<file path="src/rtl/mod6_counter_if.sv">
// Pin bundle for the mod6_counter user block: harness-driven inputs and
// the three output buses of the standard TT pin set.
interface mod6_counter_if;
  logic       ena;
  logic [7:0] ui_in;
  logic [7:0] uio_in;
  logic [7:0] uo_out;
  logic [7:0] uio_out;
  logic [7:0] uio_oe;

  // Harness / testbench side
  modport master (
    output ena,
    output ui_in,
    output uio_in,
    input  uo_out,
    input  uio_out,
    input  uio_oe
  );

  // User design side
  modport slave (
    input  ena,
    input  ui_in,
    input  uio_in,
    output uo_out,
    output uio_out,
    output uio_oe
  );
endinterface

</file>
<file path="src/rtl/mod6_counter.sv">
// Modulo-6 up/down counter with clear, clamped parallel load, seven-segment
// decode, a one-cycle wrap pulse and a 4-bit wrap tally. All outputs come
// straight from registers (or a decoder fed only by registers), so there is
// no combinational path from ui_in to any pin.
module mod6_counter (
  input  logic clk,
  input  logic rst_n,          // active-high asynchronous reset despite the name
  mod6_counter_if.slave bus
);

  // Input field decode
  logic       cnt_en;
  logic       dir;
  logic       load;
  logic [2:0] load_val;
  logic       clear;

  assign cnt_en   = bus.ui_in[0];
  assign dir      = bus.ui_in[1];
  assign load     = bus.ui_in[2];
  assign load_val = bus.ui_in[5:3];
  assign clear    = bus.ui_in[6];

  // ui_in[7] and all of uio_in are intentionally ignored
  logic unused_inputs;
  assign unused_inputs = &{1'b0, bus.ui_in[7], bus.uio_in};

  // State
  logic [2:0] count_reg, count_next;
  logic       wrap_reg,  wrap_next;
  logic [3:0] tally_reg, tally_next;
  logic       dir_reg;

  // Next-state selection: clear > load > count up/down > hold
  always_comb begin
    count_next = count_reg;
    wrap_next  = 1'b0;
    tally_next = tally_reg;

    if (clear) begin
      count_next = 3'd0;
    end else if (load) begin
      // Out-of-range load values fold back into 0..5 (6 -> 0, 7 -> 1)
      if (load_val <= 3'd5) begin
        count_next = load_val;
      end else if (load_val == 3'd6) begin
        count_next = 3'd0;
      end else begin
        count_next = 3'd1;
      end
    end else if (cnt_en && !dir) begin
      if (count_reg == 3'd5) begin
        count_next = 3'd0;
        wrap_next  = 1'b1;
        tally_next = tally_reg + 4'd1;
      end else if (count_reg > 3'd5) begin
        // Illegal state recovery: step straight to 0, no wrap reported
        count_next = 3'd0;
      end else begin
        count_next = count_reg + 3'd1;
      end
    end else if (cnt_en && dir) begin
      if (count_reg == 3'd0) begin
        count_next = 3'd5;
        wrap_next  = 1'b1;
        tally_next = tally_reg + 4'd1;
      end else if (count_reg > 3'd5) begin
        count_next = 3'd0;
      end else begin
        count_next = count_reg - 3'd1;
      end
    end
  end

  // State registers; ena low freezes everything, including a pending wrap pulse
  always_ff @(posedge clk or posedge rst_n) begin
    if (rst_n) begin
      count_reg <= 3'd0;
      wrap_reg  <= 1'b0;
      tally_reg <= 4'd0;
      dir_reg   <= 1'b0;
    end else if (bus.ena) begin
      count_reg <= count_next;
      wrap_reg  <= wrap_next;
      tally_reg <= tally_next;
      dir_reg   <= dir;
    end
  end

  // Seven-segment decode of the registered count (bit0 = a); blank when illegal
  logic [6:0] seg;
  always_comb begin
    seg = 7'h00;
    case (count_reg)
      3'd0:    seg = 7'h3F;
      3'd1:    seg = 7'h06;
      3'd2:    seg = 7'h5B;
      3'd3:    seg = 7'h4F;
      3'd4:    seg = 7'h66;
      3'd5:    seg = 7'h6D;
      default: seg = 7'h00;
    endcase
  end

  assign bus.uo_out  = {wrap_reg, seg};
  assign bus.uio_out = {tally_reg, dir_reg, count_reg};

  // Every bidirectional pin is an output
  genvar gi;
  generate
    for (gi = 0; gi < 8; gi++) begin : g_oe
      assign bus.uio_oe[gi] = 1'b1;
    end
  endgenerate

endmodule

</file>
<file path="src/flat_wrapper.sv">
// flat-port wrapper written by rule: the top's interface ports become plain ports
module mod6_counter_flat 
  (clk, rst_n, bus_ena, bus_ui_in, bus_uio_in, bus_uo_out, bus_uio_out, bus_uio_oe);
  mod6_counter_if bus_i ();
  input  logic clk;
  input  logic rst_n;
  input wire logic [$bits(bus_i.ena)-1:0] bus_ena;
  input wire logic [$bits(bus_i.ui_in)-1:0] bus_ui_in;
  input wire logic [$bits(bus_i.uio_in)-1:0] bus_uio_in;
  output wire logic [$bits(bus_i.uo_out)-1:0] bus_uo_out;
  output wire logic [$bits(bus_i.uio_out)-1:0] bus_uio_out;
  output wire logic [$bits(bus_i.uio_oe)-1:0] bus_uio_oe;
  assign bus_i.ena = bus_ena;
  assign bus_i.ui_in = bus_ui_in;
  assign bus_i.uio_in = bus_uio_in;
  assign bus_uo_out = bus_i.uo_out;
  assign bus_uio_out = bus_i.uio_out;
  assign bus_uio_oe = bus_i.uio_oe;
  mod6_counter u_core (.clk(clk), .rst_n(rst_n), .bus(bus_i));
endmodule
</file>
<file path="config.mk">
export PLATFORM = sky130hd
export DESIGN_NAME = mod6_counter_flat
export DESIGN_NICKNAME = d
export VERILOG_FILES = /design/src/rtl/mod6_counter_if.sv /design/src/rtl/mod6_counter.sv /design/src/flat_wrapper.sv
export SDC_FILE = /design/constraint.sdc
export NUM_CORES = 1
export LEC_CHECK = 0
export BUFFER_PORTS_ARGS = -buffer_cell sky130_fd_sc_hd__clkbuf_2
export CAP_MARGIN = 20
export CELL_PAD_IN_SITES_DETAIL_PLACEMENT = 1
export CELL_PAD_IN_SITES_GLOBAL_PLACEMENT = 2
export CORE_ASPECT_RATIO = 0.8
export CORE_MARGIN = 1
export CORE_UTILIZATION = 24
export DETAILED_ROUTE_END_ITERATION = 8
export GPL_TIMING_DRIVEN = 0
export PLACE_DENSITY_LB_ADDON = 0.05
export SLEW_MARGIN = 20
export SYNTH_ARGS = -nofsm -noshare
export SYNTH_HDL_FRONTEND = slang
export SYNTH_SLANG_ARGS = --single-unit
export TNS_END_PERCENT = 50
</file>
<file path="constraint.sdc">
create_clock -name clk -period 2.2 [get_ports clk]
set_input_delay 0.22 -clock clk [delete_from_list [all_inputs] [get_ports clk]]
set_output_delay 0.22 -clock clk [all_outputs]
set_load 0.005 [all_outputs]
</file>
# --- Word-level counts from Yosys, hierarchy flattened ---
# Cells that the tools add are included.
totals:
  ramBits: 0
  memories: 0
  latchBits: 0
  wordCells: 48
  reg_bits: 9
  rom_bits: 0
op_classes:
  reduce_logical: 9
  mul: 0
  mux: 21
  div_mod_pow: 0
  bitwise: 2
  n_addsub: 3
  shift: 0
  n_lt_le_gt_ge: 2
  eq_ne: 7
ops:
  columns: ["operator", "n"]
  rows:
  - ["one-hot mux 7 bit (6 select lines)", 1]
  - ["2-to-1 mux 3 bit", 9]
  - ["2-to-1 mux 4 bit", 4]
  - ["== test 3 bit, second input constant", 3]
  - ["2-to-1 mux 1 bit", 7]
  - ["== test 3 x 2 -> 1 bit, second input constant", 2]
  - ["AND reduction 6 bit", 1]
  - ["adder 4 x 1 -> 4 bit, second input constant", 1]
  - ["nonzero test 2 bit", 2]
  - ["nonzero test 4 bit", 1]
  - ["adder 3 x 1 -> 3 bit, second input constant", 1]
  - ["== test 3 x 1 -> 1 bit, second input constant", 1]
  - ["> comparator 3 bit, second input constant", 1]
  - ["less-or-equal comparator 3 bit, second input constant", 1]
  - ["logical NOT 3 bit", 1]
  - ["subtractor 3 x 1 -> 3 bit, second input constant", 1]
  - ["logical AND 1 bit", 2]
  - ["!= test 2 bit, second input constant", 1]
  - ["inverter 1 bit", 2]
  - ["AND reduction 2 bit", 1]
  - ["logical NOT 1 bit", 1]

# --- Longest topological paths before layout ---
depth:
  ltp_word: 7
  depth_mapped: 7
  ltp_nobuf: 6

# --- Worst setup path before layout ---
# No wires, ideal clock.
synth_timing:
  path_type: "register to register"
  start: "reg u_core.count_reg[1]"
  end: "reg u_core.tally_reg[1]"
  path_slack_ns: 0.343
  path_stages_with_launch: 6
  synth_period_minus_slack_ns: 1.857
  t_required_ns: 2.073
  t_arrival_ns: 1.729
  setup_ns: 0.127
  path_cell_list: "dfrtp_1 > inv_1 > ha_1 > nand2b_4 > a2111oi_4 > mux2_1"
synth_between:
  elab_chain_len: 3
  word_cells_on_any_way: 5
  classes_between: "eq/ne: 2; reduce/logical: 3"
synth_rtl:
  columns: ["item", "line_no", "source"]
  rows:
  - ["start: declaration", "mod6_counter.sv:29", "logic [2:0] count_reg, count_next;"]
  - ["start signal: assignment", "mod6_counter.sv:83", "count_reg <= count_next;"]
  - ["== test 3 bit / logical NOT 3 bit (equally long branches)", "mod6_counter.sv:52, mod6_counter.sv:63", null]
  - ["!= test 2 bit (no source line) / nonzero test 2 bit (equally long branches)", null, null]
  - ["AND reduction 6 bit (no source line) *", null, null]
  - ["end signal: assignment", "mod6_counter.sv:85", "tally_reg <= tally_next;"]
  - ["end: declaration", "mod6_counter.sv:31", "logic [3:0] tally_reg, tally_next;"]
# Every way passes the cells marked *; elsewhere a longest branch is shown, timed or not.
# A chain may end at the register's enable or synchronous reset.

# --- Final worst setup path ---
# Same ends and word-level chain as after synthesis.

==> impl_metrics.yaml <==
floorplanning:
  initial_core_util: 0.259
  die_area_sq_um: 3660
  io_pins: 43
  coreArea_sq_um: 3180
  die_y_um: 54.3
  die_x_um: 67.4
  rows: 18
routing:
  vias: 720
  drtAntennaViolNets: 0
  wl_um: 2050
  dr.pass1.iters: 4
  avgRoutedWirePerCell_um: 12.4
  drc: 0
  vias_per_cell: 4.36
  drt_iter0_drc: 24
synthesis:
  ys_top_cells_by_area: "dfrtp_1 (27%), ha_1 (18%), buf_4 (10%)"
  synth_seq_cells: 9
  synth-edff-count: 0
  postSynthCellCount: 86
  yosysSeqAreaShare: 0.274
  synthFlopType: "dfrtp_1"
  yosysTopAreaCellShare: 0.274
  syn_area_sq_um: 822
  syn_avg_cell_area_sq_um: 9.56
  yosys_warnings: 0
  yosysTopAreaCell: "dfrtp_1"
  synth_cell_types: 34
  synth-async-reset-ratio: 1.00
power:
  clkPwrFrac: 0.272
  max-vdd-ir-drop_v: 0.000306
  swShare: 0.329
  pwr-share-seq: 0.352
  leakagePower_nw: 0.575
  switching_power_w: 0.000222
  p_comb_frac: 0.376
  intPower_w: 0.000453
  cellPowerDensity_nw_per_um2: 616
placement:
  dp_hpwl_um: 1600
  routabilityCongestion: 0.758
  port_buffers: 25
  place_area_sq_um: 1020
  place_inst: 158
  dp_slack_ns: 0.0196
grt:
  grt_usage: 0.125
  grt_max_degree: 11
  grt_antenna_before_repair: 0
  grt-ovfl-total: 0
  grt_pass1_wl_um: 3300
  grt_pass1_vias: 661
finish:
  fin_area_sq_um: 1100
  final_cell_count_no_fill: 165
  antennaDiodeCount: 0
  largest_reg_flops: 4
  area_growth_pct: 33.3
  drive_gt1_frac: 0.368
  nNetsFinal: 157
cts:
  cts_made_buffers: 3
  cts.path.max_buffers: 2
  cts_tree: "done"
  clkLatencyLatePin_ns: 0.23
  cts_root_buf: "clkbuf_8"
  cts_sinks: 9
  htreeDepth: 1
  clkTransAtPathRegs_ns: 0.04
setup_path:
  path_max_fanout: 8
  slowest_delay_ns: 0.48
  cp.arrival_ns: 2.11
  cp_cell_sequence: "inv_1 > ha_2 > nand2b_4 > a2111oi_4 > buf_4 > mux2_1"
  endpoint_kind: "flop"
  path_class: "flop to flop"
  required_ns: 2.31
  path_delay_family: "flip-flops"
  startpoint_type: "flop"
  crit_buf_inv: 2
  critPathSlowestCell: "dfrtp_1"
sta:
  hold_viol: 0
  skew_ns: 0.000444
  rsz0062_at_grt: "no"
  timing.fmax_mhz: 498
  fin_crit_ns: 2.01
  setup_viol: 0
  final.setup.tns_ns: 0
  timing.final.crit_share: 0.912
  post-route-worst-setup-slack_ns: 0.193
  slew_violations: 0
job:
  cap_violations: 0
outcome:
  status: "finished clean"
worst_hold_path:
  holdCritPathClass: "primary input to flop"
[cell type report]
class                           instances  area [sq um]
Clock buffer                            4          45.0
Fill cell                             387          2080
Multi-Input combinational cell         65           505
Buffer                                 12          93.8
Tap cell                               40          50.0
Timing Repair Buffer                   28           150
Inverter                                7          26.3
Sequential cell                         9           225
[layout by cell type, fill, tap and decap left out, drive strengths merged, types with 3 or more instances in the layout]
cell type,instances
a21oi,4
buf,14
clkbuf,29
conb,8
dfrtp,9
ha,12
inv,7
nand2,3
nand2b,5
nor2,5
nor3,3
[what timing repair did]
item / in CTS / in global routing
resized for setup: 0 / 1
buffers inserted: 0 / 2
endpoints found under the setup margin: 0 / 3
hold buffers: 1 / 0
hold endpoints to repair: 9 / 0
[cell usage after synthesis (2+ instances only)]
library cell / instances
xnor2_1: 2
a21o_1: 2
o21ai_0: 2
inv_1: 7
dfrtp_1: 9
nand2b_1: 4
nor3_1: 3
buf_4: 11
nand2_1: 3
ha_1: 12
a21oi_1: 4
nor2_1: 5
[cell families (layout without fill, tap and decap cells)]
kind of cell	Yosys count	in the layout	synth area share
xor gates and xnor gates	3	3	0.0320
buffers and inverters	19	51	0.146
and+or+nand+nor	21	21	0.143
other	1	8	0.00456
AOI/OAI and AO/OA	19	19	0.190
adders and majority gates	12	12	0.183
muxes	2	2	0.0274
DFF	9	9	0.274
[layer usage]
layer / global-route usage / vias up / part of all wire
met5: 0 / - / 0
met4: 0 / 0 / 0
met3: 0.0375 / 0 / 0.052
met2: 0.183 / 25 / 0.41
met1: 0.186 / 334 / 0.54
li1: - / 361 / -
[through the flow]
stage | util | total power [W] | hold slack, ns
6_report | 0.345 | 0.000675 | 0.300
2_1_floorplan | - | 0.000382 | 0.0479
3_5_place_dp | 0.322 | 0.000492 | 0.178
4_1_cts | 0.340 | 0.000684 | 0.300
3_3_place_gp | 0.322 | 0.000480 | 0.176
5_1_grt | 0.345 | 0.000744 | 0.312
[power by group through the flow]
stage                     clock (W)  combinational (W)  sequential [W]
after floorplan                   0           0.000150        0.000232
after global placement            0           0.000245        0.000236
after detailed placement          0           0.000254        0.000238
after CTS                  0.000190           0.000257        0.000237
after global routing       0.000205           0.000295        0.000243
final                      0.000184           0.000254        0.000237
[final timing paths]
| kind | depth (start not counted) | endpoint | startpoint | slack (ns) |
|---|---|---|---|---|
| worst max-delay path | 6 | u_core.tally_reg[1]$_DFFE_PP0P_ | u_core.count_reg[1]$_DFFE_PP0P_ | 0.19 |
| worst min-delay path | 2 | u_core.dir_reg$_DFFE_PP0P_ | bus_ui_in[1] | 0.30 |
| worst max register to register | 6 | u_core.tally_reg[1]$_DFFE_PP0P_ | u_core.count_reg[1]$_DFFE_PP0P_ | 0.19 |
| worst min register to register | 1 | u_core.tally_reg[3]$_DFFE_PP0P_ | u_core.tally_reg[3]$_DFFE_PP0P_ | 0.47 |
| max in group asynchronous | 3 | u_core.count_reg[0]$_DFFE_PP0P_ | rst_n | 1.44 |
| min in group asynchronous | 3 | u_core.tally_reg[3]$_DFFE_PP0P_ | rst_n | 0.50 |
Note: power is estimated with default switching activity, not from simulation.
